## src/rtl/jump_issue_ctrl_pkg.sv

```systemverilog
// Shared definitions for the jump/branch issue controller: FSM states,
// branch compare codes, default parameters and the redirect target helper.
package jump_issue_ctrl_pkg;

  localparam int TIMEOUT_DEFAULT = 8;
  localparam int TAG_W_DEFAULT   = 4;

  typedef enum logic [2:0] {
    ST_IDLE    = 3'd0,
    ST_ISSUE   = 3'd1,
    ST_WAIT    = 3'd2,
    ST_RESOLVE = 3'd3,
    ST_WB      = 3'd4
  } state_t;

  // Compare codes follow the RISC-V branch funct3 encoding
  localparam logic [2:0] CMP_BEQ  = 3'b000;
  localparam logic [2:0] CMP_BNE  = 3'b001;
  localparam logic [2:0] CMP_BLT  = 3'b100;
  localparam logic [2:0] CMP_BGE  = 3'b101;
  localparam logic [2:0] CMP_BLTU = 3'b110;
  localparam logic [2:0] CMP_BGEU = 3'b111;

  // JALR targets have bit 0 cleared
  function automatic logic [31:0] redirect_target(input logic jalr, input logic [31:0] pc_jump);
    return jalr ? {pc_jump[31:1], 1'b0} : pc_jump;
  endfunction

endpackage

```

## src/rtl/jump_issue_ctrl_if.sv

```systemverilog
// Issue, FU, redirect and writeback bundle of the jump issue controller.
// master = controller side, slave = surrounding core (issue stage, FU, fetch, regfile).
interface jump_issue_ctrl_if
  import jump_issue_ctrl_pkg::*;
#(
  parameter int TAG_W = TAG_W_DEFAULT
);

  logic             issue_valid;
  logic             issue_ready;
  logic             issue_jalr;
  logic             issue_uncond;
  logic [2:0]       issue_cmp_ctrl;
  logic [31:0]      issue_rs1;
  logic [31:0]      issue_rs2;
  logic [31:0]      issue_imm;
  logic [31:0]      issue_pc;
  logic [4:0]       issue_rd;
  logic [TAG_W-1:0] issue_tag;

  logic             fu_en;
  logic             fu_jalr;
  logic [2:0]       fu_cmp_ctrl;
  logic [31:0]      fu_rs1_data;
  logic [31:0]      fu_rs2_data;
  logic [31:0]      fu_imm;
  logic [31:0]      fu_pc;
  logic             fu_finish;
  logic [31:0]      fu_pc_jump;
  logic [31:0]      fu_pc_wb;
  logic             fu_cmp_res;

  logic             redirect_valid;
  logic [31:0]      redirect_pc;

  logic             wb_valid;
  logic             wb_ready;
  logic [4:0]       wb_rd;
  logic [31:0]      wb_data;
  logic [TAG_W-1:0] wb_tag;

  modport master (
    input  issue_valid, issue_jalr, issue_uncond, issue_cmp_ctrl, issue_rs1, issue_rs2,
           issue_imm, issue_pc, issue_rd, issue_tag,
           fu_finish, fu_pc_jump, fu_pc_wb, fu_cmp_res, wb_ready,
    output issue_ready, fu_en, fu_jalr, fu_cmp_ctrl, fu_rs1_data, fu_rs2_data, fu_imm, fu_pc,
           redirect_valid, redirect_pc, wb_valid, wb_rd, wb_data, wb_tag
  );

  modport slave (
    output issue_valid, issue_jalr, issue_uncond, issue_cmp_ctrl, issue_rs1, issue_rs2,
           issue_imm, issue_pc, issue_rd, issue_tag,
           fu_finish, fu_pc_jump, fu_pc_wb, fu_cmp_res, wb_ready,
    input  issue_ready, fu_en, fu_jalr, fu_cmp_ctrl, fu_rs1_data, fu_rs2_data, fu_imm, fu_pc,
           redirect_valid, redirect_pc, wb_valid, wb_rd, wb_data, wb_tag
  );

endinterface

```

## src/rtl/jump_issue_ctrl.sv

```systemverilog
// Issue-side controller for the jump/branch FU: one instruction in flight,
// FU enable pulse, finish timeout, fetch redirect pulse and held writeback request.
module jump_issue_ctrl
  import jump_issue_ctrl_pkg::*;
#(
  parameter int TAG_W   = TAG_W_DEFAULT,
  parameter int TIMEOUT = TIMEOUT_DEFAULT
) (
  input  logic              clk,
  input  logic              rst_n,
  input  logic              flush,
  jump_issue_ctrl_if.master bus,
  output logic              busy,
  output logic              err_timeout
);

  localparam int CNT_W = (TIMEOUT > 2) ? $clog2(TIMEOUT) : 1;

  state_t           state, state_next;
  logic [CNT_W-1:0] cnt;

  logic             op_jalr, op_uncond;
  logic [2:0]       op_cmp_ctrl;
  logic [31:0]      op_rs1, op_rs2, op_imm, op_pc;
  logic [4:0]       op_rd;
  logic [TAG_W-1:0] op_tag;
  logic [31:0]      res_pc_jump, res_pc_wb;
  logic             res_cmp_res;

  logic accept, need_wb, taken, timeout_hit;
  logic fu_en, redirect_valid, wb_valid;

  // issue_ready is gated by rst_n so every output reads 0 while reset is held
  assign bus.issue_ready = rst_n && (state == ST_IDLE) && !flush;
  assign accept          = bus.issue_valid && bus.issue_ready;
  assign need_wb         = op_uncond && (op_rd != 5'd0);
  assign taken           = op_uncond || res_cmp_res;

  always_ff @(posedge clk or negedge rst_n) begin
    if (!rst_n) begin
      state       <= ST_IDLE;
      cnt         <= '0;
      err_timeout <= 1'b0;
    end else begin
      state <= state_next;
      cnt   <= (state == ST_WAIT) ? cnt + CNT_W'(1) : '0;
      if (timeout_hit) err_timeout <= 1'b1;
    end
  end

  always_ff @(posedge clk or negedge rst_n) begin
    if (!rst_n) begin
      op_jalr     <= 1'b0;
      op_uncond   <= 1'b0;
      op_cmp_ctrl <= '0;
      op_rs1      <= '0;
      op_rs2      <= '0;
      op_imm      <= '0;
      op_pc       <= '0;
      op_rd       <= '0;
      op_tag      <= '0;
      res_pc_jump <= '0;
      res_pc_wb   <= '0;
      res_cmp_res <= 1'b0;
    end else begin
      if (accept) begin
        op_jalr     <= bus.issue_jalr;
        op_uncond   <= bus.issue_uncond;
        op_cmp_ctrl <= bus.issue_cmp_ctrl;
        op_rs1      <= bus.issue_rs1;
        op_rs2      <= bus.issue_rs2;
        op_imm      <= bus.issue_imm;
        op_pc       <= bus.issue_pc;
        op_rd       <= bus.issue_rd;
        op_tag      <= bus.issue_tag;
      end
      if ((state == ST_WAIT) && bus.fu_finish && !flush) begin
        res_pc_jump <= bus.fu_pc_jump;
        res_pc_wb   <= bus.fu_pc_wb;
        res_cmp_res <= bus.fu_cmp_res;
      end
    end
  end

  // flush outranks everything: it kills the pulse of the current state and returns to IDLE
  always_comb begin
    state_next     = state;
    fu_en          = 1'b0;
    redirect_valid = 1'b0;
    wb_valid       = 1'b0;
    timeout_hit    = 1'b0;
    case (state)
      ST_IDLE: begin
        if (accept) state_next = ST_ISSUE;
      end
      ST_ISSUE: begin
        if (flush) begin
          state_next = ST_IDLE;
        end else begin
          fu_en      = 1'b1;
          state_next = ST_WAIT;
        end
      end
      ST_WAIT: begin
        if (flush) begin
          state_next = ST_IDLE;
        end else if (bus.fu_finish) begin
          state_next = ST_RESOLVE;
        end else if (cnt == CNT_W'(TIMEOUT - 1)) begin
          timeout_hit = 1'b1;
          state_next  = ST_IDLE;
        end
      end
      ST_RESOLVE: begin
        if (flush) begin
          state_next = ST_IDLE;
        end else begin
          redirect_valid = taken;
          wb_valid       = need_wb;
          state_next     = (!need_wb || bus.wb_ready) ? ST_IDLE : ST_WB;
        end
      end
      ST_WB: begin
        if (flush) begin
          state_next = ST_IDLE;
        end else begin
          wb_valid = 1'b1;
          if (bus.wb_ready) state_next = ST_IDLE;
        end
      end
      default: state_next = ST_IDLE;
    endcase
  end

  assign bus.fu_en          = fu_en;
  assign bus.fu_jalr        = op_jalr;
  assign bus.fu_cmp_ctrl    = op_cmp_ctrl;
  assign bus.fu_rs1_data    = op_rs1;
  assign bus.fu_rs2_data    = op_rs2;
  assign bus.fu_imm         = op_imm;
  assign bus.fu_pc          = op_pc;
  assign bus.redirect_valid = redirect_valid;
  assign bus.redirect_pc    = redirect_target(op_jalr, res_pc_jump);
  assign bus.wb_valid       = wb_valid;
  assign bus.wb_rd          = op_rd;
  assign bus.wb_data        = res_pc_wb;
  assign bus.wb_tag         = op_tag;
  assign busy               = (state != ST_IDLE);

endmodule

```

## src/flat_wrapper.sv

```systemverilog
// flat-port wrapper written by rule: the top's interface ports become plain ports
module jump_issue_ctrl_flat import jump_issue_ctrl_pkg::*;
#(
  parameter int TAG_W   = TAG_W_DEFAULT,
  parameter int TIMEOUT = TIMEOUT_DEFAULT
)
  (clk, rst_n, flush, busy, err_timeout, bus_issue_valid, bus_issue_jalr, bus_issue_uncond, bus_issue_cmp_ctrl, bus_issue_rs1, bus_issue_rs2, bus_issue_imm, bus_issue_pc, bus_issue_rd, bus_issue_tag, bus_fu_finish, bus_fu_pc_jump, bus_fu_pc_wb, bus_fu_cmp_res, bus_wb_ready, bus_issue_ready, bus_fu_en, bus_fu_jalr, bus_fu_cmp_ctrl, bus_fu_rs1_data, bus_fu_rs2_data, bus_fu_imm, bus_fu_pc, bus_redirect_valid, bus_redirect_pc, bus_wb_valid, bus_wb_rd, bus_wb_data, bus_wb_tag);
  jump_issue_ctrl_if #(.TAG_W(TAG_W)) bus_i ();
  input  logic clk;
  input  logic rst_n;
  input  logic flush;
  output logic busy;
  output logic err_timeout;
  input wire logic [$bits(bus_i.issue_valid)-1:0] bus_issue_valid;
  input wire logic [$bits(bus_i.issue_jalr)-1:0] bus_issue_jalr;
  input wire logic [$bits(bus_i.issue_uncond)-1:0] bus_issue_uncond;
  input wire logic [$bits(bus_i.issue_cmp_ctrl)-1:0] bus_issue_cmp_ctrl;
  input wire logic [$bits(bus_i.issue_rs1)-1:0] bus_issue_rs1;
  input wire logic [$bits(bus_i.issue_rs2)-1:0] bus_issue_rs2;
  input wire logic [$bits(bus_i.issue_imm)-1:0] bus_issue_imm;
  input wire logic [$bits(bus_i.issue_pc)-1:0] bus_issue_pc;
  input wire logic [$bits(bus_i.issue_rd)-1:0] bus_issue_rd;
  input wire logic [$bits(bus_i.issue_tag)-1:0] bus_issue_tag;
  input wire logic [$bits(bus_i.fu_finish)-1:0] bus_fu_finish;
  input wire logic [$bits(bus_i.fu_pc_jump)-1:0] bus_fu_pc_jump;
  input wire logic [$bits(bus_i.fu_pc_wb)-1:0] bus_fu_pc_wb;
  input wire logic [$bits(bus_i.fu_cmp_res)-1:0] bus_fu_cmp_res;
  input wire logic [$bits(bus_i.wb_ready)-1:0] bus_wb_ready;
  output wire logic [$bits(bus_i.issue_ready)-1:0] bus_issue_ready;
  output wire logic [$bits(bus_i.fu_en)-1:0] bus_fu_en;
  output wire logic [$bits(bus_i.fu_jalr)-1:0] bus_fu_jalr;
  output wire logic [$bits(bus_i.fu_cmp_ctrl)-1:0] bus_fu_cmp_ctrl;
  output wire logic [$bits(bus_i.fu_rs1_data)-1:0] bus_fu_rs1_data;
  output wire logic [$bits(bus_i.fu_rs2_data)-1:0] bus_fu_rs2_data;
  output wire logic [$bits(bus_i.fu_imm)-1:0] bus_fu_imm;
  output wire logic [$bits(bus_i.fu_pc)-1:0] bus_fu_pc;
  output wire logic [$bits(bus_i.redirect_valid)-1:0] bus_redirect_valid;
  output wire logic [$bits(bus_i.redirect_pc)-1:0] bus_redirect_pc;
  output wire logic [$bits(bus_i.wb_valid)-1:0] bus_wb_valid;
  output wire logic [$bits(bus_i.wb_rd)-1:0] bus_wb_rd;
  output wire logic [$bits(bus_i.wb_data)-1:0] bus_wb_data;
  output wire logic [$bits(bus_i.wb_tag)-1:0] bus_wb_tag;
  assign bus_i.issue_valid = bus_issue_valid;
  assign bus_i.issue_jalr = bus_issue_jalr;
  assign bus_i.issue_uncond = bus_issue_uncond;
  assign bus_i.issue_cmp_ctrl = bus_issue_cmp_ctrl;
  assign bus_i.issue_rs1 = bus_issue_rs1;
  assign bus_i.issue_rs2 = bus_issue_rs2;
  assign bus_i.issue_imm = bus_issue_imm;
  assign bus_i.issue_pc = bus_issue_pc;
  assign bus_i.issue_rd = bus_issue_rd;
  assign bus_i.issue_tag = bus_issue_tag;
  assign bus_i.fu_finish = bus_fu_finish;
  assign bus_i.fu_pc_jump = bus_fu_pc_jump;
  assign bus_i.fu_pc_wb = bus_fu_pc_wb;
  assign bus_i.fu_cmp_res = bus_fu_cmp_res;
  assign bus_i.wb_ready = bus_wb_ready;
  assign bus_issue_ready = bus_i.issue_ready;
  assign bus_fu_en = bus_i.fu_en;
  assign bus_fu_jalr = bus_i.fu_jalr;
  assign bus_fu_cmp_ctrl = bus_i.fu_cmp_ctrl;
  assign bus_fu_rs1_data = bus_i.fu_rs1_data;
  assign bus_fu_rs2_data = bus_i.fu_rs2_data;
  assign bus_fu_imm = bus_i.fu_imm;
  assign bus_fu_pc = bus_i.fu_pc;
  assign bus_redirect_valid = bus_i.redirect_valid;
  assign bus_redirect_pc = bus_i.redirect_pc;
  assign bus_wb_valid = bus_i.wb_valid;
  assign bus_wb_rd = bus_i.wb_rd;
  assign bus_wb_data = bus_i.wb_data;
  assign bus_wb_tag = bus_i.wb_tag;
  jump_issue_ctrl #(.TAG_W(TAG_W), .TIMEOUT(TIMEOUT)) u_core (.clk(clk), .rst_n(rst_n), .flush(flush), .bus(bus_i), .busy(busy), .err_timeout(err_timeout));
endmodule
```

## config.mk

```make
export PLATFORM = sky130hd
export DESIGN_NAME = jump_issue_ctrl_flat
export DESIGN_NICKNAME = d
export VERILOG_FILES = /design/src/rtl/jump_issue_ctrl_pkg.sv /design/src/rtl/jump_issue_ctrl_if.sv /design/src/rtl/jump_issue_ctrl.sv /design/src/flat_wrapper.sv
export SDC_FILE = /design/constraint.sdc
export NUM_CORES = 1
export LEC_CHECK = 0
export CAP_MARGIN = 0
export CELL_PAD_IN_SITES_DETAIL_PLACEMENT = 0
export CELL_PAD_IN_SITES_GLOBAL_PLACEMENT = 1
export CORE_MARGIN = 2
export CORE_UTILIZATION = 29
export CTS_BUF_LIST = sky130_fd_sc_hd__clkbuf_8 sky130_fd_sc_hd__clkbuf_16
export DETAILED_ROUTE_END_ITERATION = 10
export MAX_ROUTING_LAYER = met4
export PLACE_DENSITY = 0.81
export REMOVE_ABC_BUFFERS = 1
export SLEW_MARGIN = 0
export SYNTH_ARGS = -nofsm -noshare
export SYNTH_HDL_FRONTEND = slang
export SYNTH_SLANG_ARGS = --single-unit
export TNS_END_PERCENT = 20
```

## constraint.sdc

```tcl
create_clock -name clk -period 1.5 [get_ports clk]
set_clock_uncertainty 0.2 [all_clocks]
set_input_delay 0.3 -clock clk [delete_from_list [all_inputs] [get_ports clk]]
set_output_delay 0.3 -clock clk [all_outputs]
set_load 0.03 [all_outputs]
```

# == After elaboration in Yosys (flattened, before gate mapping) ==
# Cells that the tools add are included.
# totals
mem_bits_rw,0
inputBits,213
out_inout_bits,211
memories,0
elab_cells,60
regBits,214
latchBits,0
rom_bits,0
# classes
n_lt_le_gt_ge,0
add_sub_neg,1
muxes,22
reduce_logical,14
eq_ne,8
div_mod_pow,0
n_mul,0
bitwise,0
shifts,0
# ops
op,n
$mux W3,9
$pmux W3 S5,1
$mux W1,10
$eq A3 B2 Y1 const B,2
$eq A3 B3 Y1 const B,2
$logic_and A1 B1 Y1,6
$reduce_bool A5 Y1,1
$ne A4 B4 Y1 const B,1
$add A3 B1 Y3 const B,1
$eq A3 B1 Y1 const B,1
$logic_not A3 Y1,1
$ne A3 B3 Y1 const B,1
$reduce_and A3 Y1,1
$reduce_bool A3 Y1,1
$logic_not A1 Y1,2
$logic_or A1 B1 Y1,2
$mux W2,1
$ne A2 B1 Y1 const B,1
$pmux W1 S2,1

# == Logic depth before layout (Yosys ltp) ==
# Gate-level depths: netlist of the first run.
# logic_depth
word_depth,7
depth_mapped,5
ltp_nobuf,5

# == Least setup slack after synthesis of the first run ==
# Ideal clock, no wire load.
# synth_path
path_kind,register to output
startpoint,reg u_core.state[2]
endpoint,out bus_fu_en
slack_ps,-513
n_path_buf,0
path_stages_with_launch,2
t_required_ps,1000
t_arrival_ps,1513
cell_sequence,dfrtp_1 -> nor4b_1
# synth_between
elab_chain_cells,2
# synth_rtl
element,line_no,rtl
"start, declared",jump_issue_ctrl.sv:19,"state_t state, state_next;"
"start signal, assigned",jump_issue_ctrl.sv:45,state <= state_next;
$eq A3 B1 Y1,jump_issue_ctrl.sv:92,case (state)
$mux W1,jump_issue_ctrl.sv:92,
"end, declared",flat_wrapper.sv:30,output wire logic [$bits(bus_i.fu_en)-1:0] bus_fu_en;
# No other way between the ends.

# == Worst setup path after layout of the first run ==
# layout_path
startpoint,"reg u_core.op_rd[0], in the netlist u_core.bus.wb_rd[0]"
endpoint,out bus_wb_valid
# layout_between
elab_chain_cells,4
# layout_rtl
element,line_no,rtl
"start, declared",jump_issue_ctrl.sv:25,logic [4:0] op_rd;
"start signal, assigned",jump_issue_ctrl.sv:74,op_rd <= bus.issue_rd;
$reduce_bool A5 Y1,jump_issue_ctrl.sv:36,assign need_wb = op_uncond && (op_rd != 5'd0);
$logic_and A1 B1 Y1,jump_issue_ctrl.sv:36,
$mux W1,jump_issue_ctrl.sv:115,if (flush) begin
$pmux W1 S2,jump_issue_ctrl.sv:92,
"end, declared",flat_wrapper.sv:39,output wire logic [$bits(bus_i.wb_valid)-1:0] bus_wb_valid;
# No other way between the ends.

==> results of run 1 <==
area by class of cell:
| class | count | area, um2 | share of cell area |
|---|---|---|---|
| Clock inverter | 18 | 189 | 0.0123 |
| Tap cell | 384 | 480 | 0.0313 |
| Antenna cell | 1 | 2.50 | 0.000163 |
| Multi-Input combinational cell | 235 | 2910 | 0.189 |
| Sequential cell | 214 | 5360 | 0.349 |
| Timing Repair Buffer | 500 | 5770 | 0.376 |
| Clock buffer | 27 | 653 | 0.0425 |
per-stage QoR:
step | instances | setup WS (ns) | total power (uW) | hold WS, ns | area [um2]
floorplan | 449 | -3.81 | 13200 | -0.196 | 8150
global placement | 1293 | -0.633 | 17100 | 0.174 | 12800
detailed placement | 1293 | -0.689 | 17200 | 0.177 | 12800
CTS | 1366 | -0.960 | 25000 | 0.0858 | 15100
global route | 1379 | -1.00 | 25800 | 0.0983 | 15400
finish | 1379 | -0.902 | 24800 | 0.121 | 15400
layout by cell type, fill, tap and decap left out, types with 2 or more instances in the layout:
| master | n |
|---|---|
| buf_6 | 229 |
| dfrtp_1 | 212 |
| clkdlybuf4s50_1 | 211 |
| mux2_2 | 127 |
| mux2_4 | 79 |
| clkbuf_16 | 30 |
| buf_8 | 14 |
| buf_12 | 14 |
| buf_16 | 13 |
| buf_4 | 13 |
| inv_1 | 7 |
| clkinv_2 | 5 |
| bufinv_16 | 4 |
| nor2_4 | 2 |
| nand3b_1 | 2 |
| nand2_1 | 2 |
| nor2b_1 | 2 |
| and2_1 | 2 |
| nand2b_1 | 2 |
| ha_1 | 2 |
| clkbuf_8 | 2 |
| dfrtp_2 | 2 |
critical path, cell delays in order (launching register included):
cell      delay, ns
dfrtp_1        0.37
or4_4          0.55
o211ai_1       0.22
nand2_1        0.09
buf_6          0.15
routing by layer:
metal,GRT usage,routed length (um),vias up,part of all wire
met3,0.0413,1920,42,0.073
met4,0.0475,576,0,0.022
met2,0.292,13500,265,0.51
li1,-,-,2679,-
met1,0.189,10400,2978,0.39
met5,-,0,-,0
worst paths after layout:
path,endpoint
setup / recovery,bus_wb_valid
max in group asynchronous,u_core.bus.wb_data[23]
hold reg to reg,u_core.cnt[0]
hold / removal,u_core.state[2]
setup reg to reg,u_core.bus.fu_pc[11]
min in group asynchronous,u_core.bus.fu_rs1_data[17]
where the power goes:
group	total, uW	switching (uW)	internal [uW]	leakage (uW)
registers	8550	1190	7360	0.00259
clock network	6250	2440	3810	0.000444
logic	10000	4810	5190	0.00420
kinds of logic after synthesis:
logic type | count (synthesis) | share of synthesized area
flip-flops | 214 | 0.626
multiplexers | 207 | 0.303
buffers and inverters | 53 | 0.0467
AND/OR/NAND/NOR | 21 | 0.0171
AO/OA/AOI/OAI | 5 | 0.00410
adder cells (fa/ha/maj) | 2 | 0.00293
Yosys cell counts:
cell	number	area share
a21oi_1	1	0.00058
mux2_4	69	0.12
nand4_2	1	0.0015
nor4b_1	1	0.0010
nor2b_1	2	0.0015
buf_4	36	0.032
buf_2	10	0.0059
o211ai_1	1	0.00088
nor4bb_1	1	0.0012
or4_1	1	0.00088
or3_1	1	0.00073
mux2_2	129	0.17
nand4b_1	1	0.0010
ha_1	2	0.0029
nor2_1	2	0.00088
nand2b_1	2	0.0015
buf_6	7	0.0092
a21o_1	1	0.00088
nor3b_1	1	0.00088
mux2_1	9	0.012
and3_1	1	0.00073
and2_1	2	0.0015
nand3b_1	2	0.0018
nor2_4	1	0.0013
dfrtp_1	214	0.63
a211oi_1	1	0.00088
nand2_1	2	0.00088
o21a_1	1	0.00088
sequential cells by signal, summed over array words and instances, names as in the netlist, 3 cells and up:
signal,cells
u_core.bus.fu_rs1_data,32
u_core.bus.fu_rs2_data,32
u_core.bus.fu_imm,32
u_core.bus.wb_rd,5
u_core.bus.fu_cmp_ctrl,3
u_core.bus.fu_pc,32
u_core.bus.wb_tag,4
u_core.bus.wb_data,32
u_core.state,3
u_core.cnt,3
u_core.res_pc_jump,32
repair_timing:
action | 4_1_cts | 5_1_grt
setup buffers | 15 | 11
gates cloned | 12 | 5
endpoints found under the setup margin | 420 | 507
hold buffers | 1 | 0
hold endpoints to repair | 132 | 0
gates resized for setup | 315 | 41
pin swaps | 8 | 5
==> impl_metrics.yaml, run 1 <==
run_status:
  status: "finished, violations left"
  violations: "negative setup slack"
routing:
  drt_first_pass_iters: 4
  vias: 5964
  routed_wl_um: 26400
  drc: 0
  via_per_inst: 4.32
  wl_per_cell_um: 19.1
  ant_nets: 0
  drt_first_iter_violations: 208
floorplan:
  die_area_um2: 30900
  fp.dieH_um: 176
  initial_utilization: 0.296
  fp-row-count: 62
  core_area_um2: 28900
  die_x_um: 176
  io_pins: 424
logic_synthesis:
  synth.distinct_cells: 28
  yosysSeqAreaShare: 0.626
  ys_warn_count: 0
  postSynthCellCount: 502
  syn_area_um2: 8550
  avgSynthCellArea_um2: 17.0
  synth_seq_cells: 214
power:
  power.leakage_uw: 0.00723
  ir_drop_mv: 1.06
  power-per-cell-area_nw_per_um2: 1610
worst_setup_path:
  worstReg2RegStart: "u_core.state[2]"
  reg2reg_setup_slack_ns: -0.62
  crit_start: "u_core.bus.wb_rd[0]"
  startpoint_type: "flop"
  required_ns: 1.00
  arrival_ns: 1.90
  end_kind: "output pin"
  critPathMaxFanout: 2
  reg2reg_depth: 10
  crit_type: "reg -> out"
worst_hold_path:
  hold_depth: 2
  worstHoldStart: "bus_wb_ready"
  holdCritPathClass: "in -> reg"
clock_network:
  cts_tree: "yes"
  path_clk_slew_ns: 0.06
  htreeDepth: 1
  cts_max_path_buffers: 3
  clk_latency_ns: 0.52
  numCtsBuffers: 25
  cts_root_buf: "clkbuf_16"
  clock-sinks: 214
timing:
  fin_ws_ns: -0.902
  maxSlewHeadroom: 0.620
  layout_min_cycle_time_ns: 2.40
  finalHoldViolations: 0
  rsz0062_at_grt: "yes"
  setup_viol: 420
  final-max-slew-violation-count: 0
  timing.fmax_ghz: 0.416
  period_share: 1.60
  setup_tns_ns: -114.59
  worstMarginPinSlew_ns: 0.570
placement:
  gp_congestion: 0.779
  io_buffers: 423
  dp_hpwl_um: 17600
final_layout:
  area_growth_pct: 79.7
  final_nets: 1191
  final_util: 0.532
  fillers: 2367
  drive_gt1_frac: 0.547
global_routing:
  grtUsageTotal: 0.167
  grt_pass1_vias: 6742
  antenna_found_initial: 2
  grt_pass1_wl_um: 38700
  gr-total-overflow: 0
  grt_max_degree: 106
run:
  drv_cap: 0
No activity file was read; power rests on OpenSTA's default activity.
==> run 2, diff against run 1 <==
--- a/config.mk
+++ b/config.mk
@@ -13,9 +13,10 @@
 export CTS_BUF_LIST = sky130_fd_sc_hd__clkbuf_8 sky130_fd_sc_hd__clkbuf_16
 export DETAILED_ROUTE_END_ITERATION = 10
 export MAX_ROUTING_LAYER = met4
-export PLACE_DENSITY = 0.81
+export PLACE_DENSITY = 0.73
 export REMOVE_ABC_BUFFERS = 1
-export SLEW_MARGIN = 0
+export SKIP_CTS_REPAIR_TIMING = 1
+export SLEW_MARGIN = 20
 export SYNTH_ARGS = -nofsm -noshare
 export SYNTH_HDL_FRONTEND = slang
 export SYNTH_SLANG_ARGS = --single-unit
==> run 2 against run 1 <==
The run still ends with negative setup slack left. Count of clock-buffer cells in the layout is 6 higher. Clock power is 3.7% lower. Die area stayed put. Cell area is 3.2% lower. Sequential share of layout area is 1.2 points higher. First-iteration DRC count is 19% lower. Critical path depth stayed put. Sequential power hardly changed. Non-clock buffer count is 19 lower. Routed wire length is 3.0% lower. Flip-flop and latch count stayed put. Via count is 2.4% lower.
==> impl_metrics.yaml, run 2 (synthesis gave the netlist of run 1 again) <==
run_status:
  status: "finished, violations left"
  violations: "negative setup slack"
routing:
  drt_first_iter_violations: 168
  vias: 5822
  drt_first_pass_iters: 4
  drc: 0
  ant_nets: 0
  wl_per_cell_um: 18.9
  routed_wl_um: 25600
  via_per_inst: 4.29
final_layout:
  antennaDiodeCount: 0
  layout_commonest_cell: "buf_6"
  layout_common_cells: "buf_6 (223), dfrtp_1 (212), clkdlybuf4s50_1 (211)"
  finalNonFillerCells: 1357
  area_growth_pct: 73.8
  final_nets: 1172
  drive_gt1_frac: 0.540
  fillers: 2465
timing:
  period_share: 1.60
  final-max-slew-violation-count: 0
  maxSlewHeadroom: 0.364
  timing.fmax_ghz: 0.416
  setup_viol: 424
  worstMarginPinSlew_ns: 0.950
  fin_ws_ns: -0.906
  layout_min_cycle_time_ns: 2.41
  rsz0062_at_grt: "yes"
  finalHoldViolations: 0
  fin_hold_ws_ns: 0.111
clock_network:
  htreeDepth: 1
  clock-sinks: 214
  clk_latency_ns: 0.52
  cts_tree: "yes"
  numCtsBuffers: 25
  cts_root_buf: "clkbuf_16"
  cts_max_path_buffers: 3
  path_clk_slew_ns: 0.06
global_routing:
  gr-total-overflow: 0
  grt_pass1_wl_um: 36200
  antenna_found_initial: 0
  grtUsageTotal: 0.155
  grt_pass1_vias: 6215
  grt_max_degree: 107
worst_setup_path:
  cpPeakStageDelay_ns: 0.52
  critPathMaxFanout: 2
  worst_path_max_delay_cell: "or4_1"
  worstPathCellList: "or4_1, o211ai_1, nand2_1, buf_4"
  required_ns: 1.00
  end_kind: "output pin"
  critical_path.top_delay_family: "simple AND/OR/NAND/NOR gates"
  worstPathBufferInverterCount: 1
  crit_type: "reg -> out"
  arrival_ns: 1.91
  startpoint_type: "flop"
floorplan:
  die_area_um2: 30900
  initial_utilization: 0.296
  die_x_um: 176
  fp-row-count: 62
  core_area_um2: 28900
  io_pins: 424
  fp.dieH_um: 176
placement:
  io_buffers: 423
  gp_congestion: 0.773
  dp_cells: 1295
  pre_cts_ws_ns: -0.694
  dp_hpwl_um: 18400
run:
  drv_cap: 0
power:
  power.leakage_uw: 0.00698
  power-per-cell-area_nw_per_um2: 1640
  ir_drop_mv: 1.05
worst_hold_path:
  holdCritPathClass: "in -> reg"
run 2: cell count changes in the layout (fill, tap and decap cells not counted), sizes merged, moves of 2 or more:
cell / delta
buf: -23
clkbuf: +8
inv: -4
bufinv: -3
clkinv: -2
dlygate4sd3: +2
run 2: layer usage:
metal  global-route usage  part of all wire  vias up
met1                0.181              0.39     2946
li1                     -                 -     2643
met3               0.0348             0.063       33
met2                0.272              0.53      200
met4               0.0382             0.022        0
met5                    -                 0        -
run 2: worst paths after layout:
kind / start / endpoint / slack, ns / cells after the start
min in group asynchronous: rst_n / u_core.bus.fu_pc[27] / 0.32 / 4
worst min-delay path: rst_n / u_core.state[0] / 0.11 / 4
max in group asynchronous: rst_n / u_core.bus.fu_pc[12] / 0.14 / 3
worst min register to register: u_core.cnt[0] / u_core.cnt[0] / 0.24 / 1
worst max register to register: u_core.state[2] / u_core.bus.fu_pc[20] / -0.44 / 7
worst max-delay path: u_core.bus.wb_rd[3] / bus_wb_valid / -0.91 / 4
run 2: metrics by stage:
| step | total power [uW] | cell area (um2) | utilization | TNS, ns |
|---|---|---|---|---|
| floorplan | 13200 | 8150 | - | -683.35 |
| global placement | 17100 | 12800 | 0.444 | -125.26 |
| detailed placement | 17200 | 12800 | 0.444 | -124.83 |
| CTS | 23400 | 13600 | 0.472 | -84.64 |
| global route | 25400 | 14900 | 0.515 | -109.21 |
| finish | 24400 | 14900 | 0.515 | -88.63 |
run 2: area by class of cell:
type / count / area (um2) / share of cell area
sequential: 214 / 5360 / 0.360
timing repair buffer: 481 / 5310 / 0.357
multi-input combinational: 235 / 2900 / 0.195
clock buffer: 33 / 736 / 0.0495
tap: 384 / 480 / 0.0323
clock inverter: 10 / 77.6 / 0.00522
run 2: report_power, final:
part,leakage (uW),total [uW],switching [uW],internal (uW)
clock,0.000416,6020,2440,3580
combinational,0.00398,9880,4830,5040
sequential,0.00259,8540,1180,7360
total,0.00698,24400,8450,16000
run 2: worst min-delay path: cells and delay by family:
family / cells / cell delay [ns]
buf+inv: 2 / 0.30
simple gates: 2 / 0.19
